### src/rtl/mul_share_pkg.sv
// Shared types and constants for the multiplier-sharing controller.
// Fastpath helpers are only referenced when MUL_FASTPATH_EN is defined.
package mul_share_pkg;
  localparam int WORD_W  = 16;
  localparam int MAX_REQ = 4;

  typedef logic [WORD_W-1:0] word_t;
  typedef enum logic [1:0] {IDLE, WAIT, DONE} state_t;

  function automatic logic is_trivial(word_t a, word_t b);
    return (a <= word_t'(1)) || (b <= word_t'(1));
  endfunction

  // Product when one operand is 0 or 1; no multiplier needed.
  function automatic word_t trivial_prod(word_t a, word_t b);
    if (a == '0 || b == '0) return '0;
    else if (a == word_t'(1)) return b;
    else return a;
  endfunction
endpackage

### src/rtl/mul_share_ctrl_rr_arbiter.sv
// Combinational round-robin arbiter: first set req at or after ptr, wrapping.
// Reusable; carries no state of its own.
module rr_arbiter #(
  parameter int N     = 2,
  parameter int IDX_W = (N > 1) ? $clog2(N) : 1
) (
  input  logic [N-1:0]     req,
  input  logic [IDX_W-1:0] ptr,
  output logic [N-1:0]     gnt,
  output logic [IDX_W-1:0] idx
);
  // Lowest index below ptr is the fallback; lowest index at/after ptr overrides it.
  always_comb begin
    gnt = '0;
    idx = '0;
    for (int j = N-1; j >= 0; j--) begin
      if (req[j] && j < int'(ptr)) begin
        gnt    = '0;
        gnt[j] = 1'b1;
        idx    = IDX_W'(j);
      end
    end
    for (int j = N-1; j >= 0; j--) begin
      if (req[j] && j >= int'(ptr)) begin
        gnt    = '0;
        gnt[j] = 1'b1;
        idx    = IDX_W'(j);
      end
    end
  end
endmodule

### src/rtl/mul_share_ctrl.sv
// Shares one combinational 16-bit multiplier among NUM_REQ requesters round-robin.
// Optional MUL_FASTPATH_EN: operands of 0/1 bypass the multiplier settle wait.
module mul_share_ctrl
  import mul_share_pkg::*;
#(
  parameter int NUM_REQ  = 2,
  parameter int MUL_WAIT = 2
) (
  input  logic                            clk,
  input  logic                            reset,
  input  logic [NUM_REQ-1:0]              req,
  input  logic [NUM_REQ-1:0][WORD_W-1:0]  op_a,
  input  logic [NUM_REQ-1:0][WORD_W-1:0]  op_b,
  output logic [NUM_REQ-1:0]              gnt,
  output logic [NUM_REQ-1:0]              done,
  output word_t                           result,
  output logic                            busy,
  output word_t                           mul_a,
  output word_t                           mul_b,
  input  word_t                           mul_out
);
  localparam int IDX_W = (NUM_REQ > 1) ? $clog2(NUM_REQ) : 1;
  localparam int CNT_W = 4;

  state_t             state;
  logic [IDX_W-1:0]   ptr, owner, win, ptr_nxt;
  logic [NUM_REQ-1:0] arb_gnt;
  logic [CNT_W-1:0]   cnt;
  word_t              win_a, win_b;

  rr_arbiter #(.N(NUM_REQ), .IDX_W(IDX_W)) u_arb (
    .req (req),
    .ptr (ptr),
    .gnt (arb_gnt),
    .idx (win)
  );

  assign win_a   = op_a[win];
  assign win_b   = op_b[win];
  assign ptr_nxt = (win == IDX_W'(NUM_REQ-1)) ? '0 : win + 1'b1;
  // Gated by reset so nothing is accepted while reset is held.
  assign gnt     = (state == IDLE && !reset) ? arb_gnt : '0;

  always_ff @(posedge clk or posedge reset) begin
    if (reset) begin
      state  <= IDLE;
      mul_a  <= '0;
      mul_b  <= '0;
      result <= '0;
      done   <= '0;
      busy   <= 1'b0;
      ptr    <= '0;
      owner  <= '0;
      cnt    <= '0;
    end else begin
      done <= '0;
      case (state)
        IDLE: if (|arb_gnt) begin
          mul_a <= win_a;
          mul_b <= win_b;
          owner <= win;
          ptr   <= ptr_nxt;
          cnt   <= CNT_W'(1);
          busy  <= 1'b1;
`ifdef MUL_FASTPATH_EN
          if (is_trivial(win_a, win_b)) begin
            result <= trivial_prod(win_a, win_b);
            done   <= NUM_REQ'(1) << win;
            state  <= DONE;
          end else begin
            state  <= WAIT;
          end
`else
          state <= WAIT;
`endif
        end
        WAIT: begin
          // Operands have been stable MUL_WAIT cycles; the adder tree has settled.
          if (cnt == CNT_W'(MUL_WAIT)) begin
            result <= mul_out;
            done   <= NUM_REQ'(1) << owner;
            state  <= DONE;
          end else begin
            cnt <= cnt + 1'b1;
          end
        end
        DONE: begin
          state <= IDLE;
          busy  <= 1'b0;
        end
        default: begin
          state <= IDLE;
          busy  <= 1'b0;
        end
      endcase
    end
  end
endmodule

### config.mk
export PLATFORM = sky130hd
export DESIGN_NAME = mul_share_ctrl
export DESIGN_NICKNAME = d
export VERILOG_FILES = /design/src/rtl/mul_share_pkg.sv /design/src/rtl/mul_share_ctrl_rr_arbiter.sv /design/src/rtl/mul_share_ctrl.sv
export SDC_FILE = /design/constraint.sdc
export NUM_CORES = 1
export LEC_CHECK = 0
export CAP_MARGIN = 5
export CELL_PAD_IN_SITES_DETAIL_PLACEMENT = 0
export CELL_PAD_IN_SITES_GLOBAL_PLACEMENT = 1
export CORE_MARGIN = 2
export CORE_UTILIZATION = 30
export CTS_CLUSTER_DIAMETER = 80
export CTS_CLUSTER_SIZE = 16
export DETAILED_ROUTE_END_ITERATION = 10
export HOLD_SLACK_MARGIN = 0.03
export PLACE_DENSITY = 0.77
export SLEW_MARGIN = 5
export SYNTH_ARGS = -nofsm -noshare
export SYNTH_HDL_FRONTEND = slang
export SYNTH_SLANG_ARGS = --single-unit
export TNS_END_PERCENT = 1
### constraint.sdc
create_clock -name clk -period 2.1 [get_ports clk]
set_input_delay 0.42 -clock clk [delete_from_list [all_inputs] [get_ports clk]]
set_output_delay 0.42 -clock clk [all_outputs]
set_load 0.05 [all_outputs]
# Word level (Yosys, flattened, before mapping)
# Cells that the tools add are included.
[word_totals] input_bits=84 word_cells=54 register_bits=59
[op_classes] n_eq_ne=5 mux=21 n_reduce_logical=12 shifts=1 order_cmp=3 n_addsub=2 bitwise_logic=1
[op_table] op="$mux 16" count=4
[op_table] op="$mux 2" count=7
[op_table] op="$mux 4" count=2
[op_table] op="$pmux 4 s2" count=1
[op_table] op="$reduce_and 2->1" count=4
[op_table] op="$mux 1" count=5
[op_table] op="$add 4x1->4 const B" count=1
[op_table] op="$eq 4x2->1 const B" count=1
[op_table] op="$ne 2x2->1 const B" count=2
[op_table] op="$pmux 2 s2" count=1
[op_table] op="$logic_and 1x1->1" count=3
[op_table] op="$reduce_and 3->1" count=1
[op_table] op="$eq 2x1->1 const B" count=1
[op_table] op="$logic_not 2->1" count=1
[op_table] op="$lt 1x2->1 const B" count=1
[op_table] op="$ne 2x1->1 const B" count=1
[op_table] op="$pmux 1 s2" count=1
[op_table] op="$reduce_bool 2->1" count=1
[op_table] op="$reduce_or 2->1" count=1
[op_table] op="$shl 1x1->2 const A" count=1
[op_table] op="$add 1x1->1 const B" count=1
[op_table] op="$ge 1x1->1 const A" count=1
[op_table] op="$logic_not 1->1" count=1
[op_table] op="$lt 1x1->1 const A" count=1
[op_table] op="$not 1->1" count=1

# Longest topological paths before layout
[logic_depth] word_depth=8 ltp_mapped=7

# Hierarchy
# From an unflattened synthesis, not the netlist that was laid out.
[unflattened] hier_cells=228 area_unflattened_um2=2691.3
[by_module_without_submodules] module="mul_share_ctrl" area_each_um2=2665.1 n_inst=1 cells_each=224
[by_module_without_submodules] module="rr_arbiter" area_each_um2=26.3 n_inst=1 cells_each=4

# Least setup slack after synthesis
# Ideal clock, no wire load.
[synth_path] path_kind="flip-flop to output port" from="register state[0]" to="output gnt[1]" path_stages_with_launch=5 n_path_buf=2 path_slack_ps=-898 t_required_ps=1680 t_arrival_ps=2578 path_cell_list="dfrtp_1 -> or2_2 -> buf_2 -> clkbuf_1 -> nor4_1"
[synth_via] elab_chain_cells=3
[synth_rtl] item="start, declared" line="mul_share_ctrl.sv:25" rtl="state_t state;"
[synth_rtl] item="start signal, assigned" line="mul_share_ctrl.sv:46" rtl="state <= IDLE;"
[synth_rtl] item="start signal, assigned" line="mul_share_ctrl.sv:74" rtl="state <= WAIT;"
[synth_rtl] item="start signal, assigned" line="mul_share_ctrl.sv:82" rtl="state <= DONE;"
[synth_rtl] item="$logic_not 2->1" line="mul_share_ctrl.sv:42" rtl="assign gnt = (state == IDLE && !reset) ? arb_gnt : '0;"
[synth_rtl] item="$logic_and 1x1->1" line="mul_share_ctrl.sv:42"
[synth_rtl] item="$mux 2" line="mul_share_ctrl.sv:42"
[synth_rtl] item="end, declared" line="mul_share_ctrl.sv:14" rtl="output logic [NUM_REQ-1:0] gnt,"
# No other way between the ends.

# Worst setup path in the final report
[layout_path] from="input req[0]" to="output gnt[1]"
[layout_via] elab_chain_cells=3
[layout_rtl] item="start, declared" line="mul_share_ctrl.sv:11" rtl="input logic [NUM_REQ-1:0] req,"
[layout_rtl] item="$logic_and 1x1->1" line="mul_share_ctrl_rr_arbiter.sv:24" rtl="if (req[j] && j >= int'(ptr)) begin"
[layout_rtl] item="$mux 2" line="mul_share_ctrl_rr_arbiter.sv:24"
[layout_rtl] item="$mux 2" line="mul_share_ctrl.sv:42"
# No other way between the ends.

==> results.yml <==
outcome:
  status: "completed"
yosys:
  yosysSeqAreaShare_pct: 52.7
  yosys-top-cells-area: "dfrtp_1 (53%), a2bb2oi_1 (10%), a311oi_1 (10%)"
  netlist.top_cell.by_area: "dfrtp_1"
  synth_mux_area_share_pct: 8.14
  synthDistinctLibCells: 30
  synth_cells: 242
  syn-num-nets: 328
  yosysWarnings: 0
  yosysTopAreaCellShare_pct: 52.7
  yosys_register_bits: 59
  synth_xor_area_share_pct: 0
  synth_top_family_by_area: "compound AO/OA/AOI/OAI gates"
  synth_compound_area_share_pct: 28.0
  synthSimpleGateAreaFrac_pct: 5.01
  syn_area_per_cell_um2: 11.6
  synth_area_um2: 2800
  yosys.area_share.adder_pct: 0.894
die:
  die_height_um: 101
  pin_count: 137
  die-area_um2: 10100
  core_area_um2: 9150
  die_width_um: 101
  num_rows: 35
  initial_core_util_pct: 30.6
clock_network:
  cts_tree: "built"
  clkSinkCount: 59
  hold_buffers: 0
  cts_buffer_depth: 2
  clkLatencyLatePin_ns: 0.33
  cts-htree-levels: 3
  clkTransAtPathRegs_ns: 0.07
  cts_buffers: 9
  root_buffer: "clkbuf_8"
layout:
  n_antenna_cell: 0
  most-common-layout-cells: "clkdlybuf4s50_1 (133), dfrtp_1 (59), o21ai_0 (39)"
  stdcell_count: 495
  fin_nets: 467
  area_growth_pct: 64.6
  drive_gt1_share_pct: 15.4
  final_util_pct: 50.3
  fin_area_um2: 4610
  layout_commonest_cell: "clkdlybuf4s50_1"
flow_run:
  drv_cap: 0
routing:
  drt_iter0_markers: 120
  vias: 2644
  routed_wl_um: 8780
  via_per_inst: 5.34
  firstDrtPassIters: 4
  wl_per_cell_um: 17.7
  ant_nets: 0
  drcViolationCount: 0
sta:
  slew_headroom_pct: 64.3
  maxSlewViolCount: 0
  period_share_pct: 95.1
  worst_pin_slew_ns: 0.533
  hold_viol: 0
  rsz0062_at_grt: "no"
  setup_viol: 0
  fin_worst_skew_ns: 0.00683
  max_freq_ghz: 0.501
  fin_crit_ns: 2.00
  holdWs_ns: 0.457
power:
  internal_power_uw: 4190
  p_sw_uw: 3580
  ir_drop_uv: 765
  leakage_uw: 0.00186
  clkPwrFrac_pct: 13.7
  p_comb_share_pct: 59.9
  power_density_nw_per_um2: 1690
  power_frac_seq_pct: 26.5
  switching_share_pct: 46.0
placed_design:
  dpl_cell_area_um2: 4400
  place_inst: 481
  io_buffers: 136
  dp_hpwl_um: 6260
  gp_congestion: 0.771
hold_path:
  hold_path_depth: 1
  hold_start: "owner"
  holdCritPathClass: "reg -> reg"
  holdPathEnd: "done[0]"
global_route:
  grt_antenna_before_repair: 0
  grt-ovfl-total: 0
  grt_first_pass_wirelength_um: 14500
  grt_pass1_vias: 2842
  grt.total_usage_pct: 18.1
  grt_max_degree: 34
worst_setup_path:
  critPathCaptureType: "output port"
  r2r_start: "cnt[0]"
  cp.arrival_ns: 1.58
  worstPathMaxFanout: 6
  reg2reg_setup_slack_ns: 0.39
  cp_data_required_time_ns: 1.68
  rr_worst_depth: 6
  regToRegEndpoint: "result[13]"
  crit_path_start_kind: "input port"
  crit_type: "in -> out"
[per-layer routing]
metal	vias up	routed length [µm]	GRT usage, %
li1	1218	-	-
met1	1314	3740	24.4
met2	99	4340	28.8
met3	13	550	4.51
met4	0	148	5.69
met5	-	0	0
[what timing repair did]
| item | in CTS | in global routing |
|---|---|---|
| buffers inserted | 0 | 0 |
| resized for setup | 0 | 2 |
| setup endpoints to repair | 0 | 2 |
[synthesized netlist by cell type]
cell type  number
dfrtp_1        59
o21ai_0        39
a2bb2oi_1      32
a311oi_1       32
clkbuf_1       17
mux2_2         10
mux2_4          7
buf_2           6
inv_1           6
nor2_1          5
nand2_1         4
nor2b_1         3
ha_1            2
nand2b_1        2
nand3_1         2
nor3_1          2
a311o_1         1
a32o_1          1
and3_1          1
buf_1           1
buf_6           1
buf_8           1
mux2i_1         1
nand2b_4        1
nand3b_1        1
nand4b_1        1
nor4_1          1
o211ai_1        1
or2_2           1
or3_1           1
[sequential cells by signal, summed over array words and instances, names as in the netlist]
| signal | cells |
|---|---|
| owner | 1 |
| done | 2 |
| state | 2 |
| cnt | 4 |
| mul_b | 16 |
| ptr | 1 |
| result | 16 |
| busy | 1 |
| mul_a | 16 |
[final cells by class]
| cell class | count | area [µm²] |
|---|---|---|
| multi-input cells | 151 | 1210 |
| well taps | 111 | 139 |
| flip-flops and latches | 59 | 1480 |
| inverters | 6 | 22.5 |
| repair buffers | 154 | 1560 |
| fillers | 804 | 4550 |
| clock buffers | 12 | 165 |
| clock inverters | 2 | 35.0 |
[power groups by stage]
stage | Combinational (µW) | Sequential, µW | Clock (µW)
2_1_floorplan | 1450 | 3690 | 0
3_3_place_gp | 4610 | 2070 | 0
3_5_place_dp | 4680 | 2060 | 0
4_1_cts | 4680 | 2060 | 1090
5_1_grt | 4920 | 2130 | 1150
6_report | 4650 | 2060 | 1060
[logic make-up after synthesis]
group	after synthesis
compound gates	106
flops	59
buf+inv	32
simple gates	25
mux	18
fa+ha+maj	2
[worst max-delay path: stages]
cell and delay, ns:
clkdlybuf4s50_1 0.55, nor2b_2 0.24, nor4_4 0.18, buf_12 0.18
[how the worst max path moves through the flow]
stage / from / end / slack, ns / cells after the start
2_1_floorplan: state[0] / gnt[1] / -0.06 / 4
3_3_place_gp: req[1] / gnt[1] / 0.05 / 4
3_5_place_dp: req[0] / mul_b[13] / 0.04 / 5
4_1_cts: state[0] / gnt[1] / 0.02 / 3
5_1_grt: req[0] / gnt[1] / 0.03 / 4
6_report: req[0] / gnt[1] / 0.10 / 4
[per-stage QoR]
step / setup WS [ns] / TNS (ns) / total power (µW)
after floorplan: -0.0621 / -0.0621 / 5140
after global placement: 0.0533 / 0 / 6680
after detailed placement: 0.0435 / 0 / 6730
after CTS: 0.0193 / 0 / 7830
after global routing: 0.0300 / 0 / 8200
final: 0.102 / 0 / 7770
Note: power is estimated with default switching activity, not from simulation.
==> RTL change, RTL diff (same settings) <==
`WORD_W`: 16 -> 24.
--- a/src/rtl/mul_share_pkg.sv
+++ b/src/rtl/mul_share_pkg.sv
@@ -3,3 +3,3 @@
 package mul_share_pkg;
-  localparam int WORD_W  = 16;
+  localparam int WORD_W  = 24;
   localparam int MAX_REQ = 4;
Interface: changed (6 resized); port bits go from 137 to 201. The function was not compared with the original's and may differ.
==> RTL change against the original RTL <==
Sequential power rose by 37%; critical path depth down 3; sequential cell count is 24 higher; critical endpoint is now mul_b[11]; wire length is 24% higher; largest power group unchanged; die area rose by 30%; count of clock-buffer cells in the layout grew 3; synthesized area increased by 31%; core utilization rose by 0.73 points; critical path type is now flop to output port; combinational power is 36% higher; worst setup slack better by 0.049 ns; power increased by 38%; design area is 33% higher.
==> RTL change: results (changes against the original RTL) <==
----------------------------------------------------
[Run status]
  Result of the run ... finished, final reports clean (unchanged)

[Pwr]
  Power attributed to sequential cells ... 2.83 mW (was 2.06 mW)
  Clock network fraction of design power ... 14.3% (was 13.7%)
  Net switching fraction of the power ... 45.2% (was 46.0%)
  Worst ir drop on vdd ... 0.935 mV (was 0.765 mV)
  P_leak ... 2.53 nW (was 1.86 nW)

[Finish]
  Fill cell total of the finished layout ... 1055 (was 804)
  Final #Nets ... 588 (was 467)
  Registers with the most flip-flops ... mul_a (24), mul_b (24), result (24) (was mul_a (16), mul_b (16), result (16))
  Final Instance Count excl. Fillers ... 614 (was 495)

[Logic synthesis]
  Mux contribution to synthesized area ... 8.48% (was 8.14%)
  List of most frequent post-synthesis cells ... 83 x dfrtp_1, 50 x o21a_1, 48 x a221o_1, 17 x mux2_2, 12 x buf_6 (was 59 x dfrtp_1, 39 x o21ai_0, 32 x a2bb2oi_1, 32 x a311oi_1, 17 x clkbuf_1)
  Synth Net Count ... 393 (was 328)
  Fraction of the yosys area taken by sequential cells ... 56.5% (was 52.7%)
  Avg Synthesized Cell Area ... 13.8 um2 (was 11.6 um2)
  Area fraction in compound gates after synthesis ... 24.7% (was 28.0%)
  Top post-synthesis cells by area ... dfrtp_1 57%, a221o_1 13%, o21a_1 10% (was dfrtp_1 53%, a2bb2oi_1 10%, a311oi_1 10%)
  Distinct cell type count of the synthesized netlist ... 24 (was 30)
  Xor and xnor fraction of the mapped netlist area ... 0.238% (was 0%)

[Worst setup path]
  Largest fanout on the critical path ... 2 (was 6)
  Arrival time of the worst setup path ... 1.53 ns (was 1.58 ns)
  Largest stage delay, worst path ... 0.82 ns (was 0.55 ns)

[Global routing]
  Met1 routing resource usage after global routing ... 19.9% (was 24.4%)
  Wire length of the first global-routing pass ... 17000 um (was 14500 um)
  Total global-route track usage ... 16.7% (was 18.1%)
  Number of global-route vias before repair ... 3279 (was 2842)
  Met2 usage in global routing ... 27.8% (was 28.8%)
  GR met3 Demand/Resource ... 5.56% (was 4.51%)
  Pin count of the biggest net entering global routing ... 59 (was 34)

[Placement]
  Post-place instance area ... 0.00582 mm2 (was 0.00440 mm2)
  Routability congestion estimate from global placement ... 0.730 (was 0.771)
  Pre-CTS WS ... 0.0893 ns (was 0.0435 ns)
  Half-perimeter wire length after placement ... 7620 um (was 6260 um)
  Placed cells ... 598 (was 481)

[Detailed routing]
  Length of routed met3 wiring ... 721 um (was 550 um)
  Post-route met1 wirelength ... 4500 um (was 3740 um)
  Detailed-routed wire length on met2 ... 5380 um (was 4340 um)
  Detailed-route via count ... 3075 (was 2644)
  Number of DRC markers after the initial detailed-route iteration ... 228 (was 120)

[Timing]
  Largest clock skew in the final design ... 0.00565 ns (was 0.00683 ns)
  Relative max-transition margin ... 61.3% (was 64.3%)

----------------------------------------------------
-- RTL change: layout make-up --
cell class	count	area share, %
Multi-Input combinational cell	156	22.9
Inverter	5	0.369
Sequential cell	83	34.0
Tap cell	147	3.01
Clock inverter	1	0.0819
Timing Repair Buffer	207	34.9
Clock buffer	15	4.71
-- RTL change: path summary, 6_finish.rpt --
check / to / from / cells past startpoint / slack [ns]
max reg2reg: result[22] / cnt[0] / 5 / 0.38
min: done[0] / owner / 1 / 0.46
max in group asynchronous: mul_b[21] / reset / 3 / 1.21
max: mul_b[11] / mul_b[11] / 1 / 0.15
min in group asynchronous: ptr / reset / 3 / 0.61
min reg2reg: done[0] / owner / 1 / 0.46
-- RTL change: logic make-up after synthesis --
family | Yosys count
AO/OA/AOI/OAI | 106
XOR/XNOR | 1
adder cells (fa/ha/maj) | 2
buffers and inverters | 28
flip-flops | 83
multiplexers | 25
AND/OR/NAND/NOR | 22
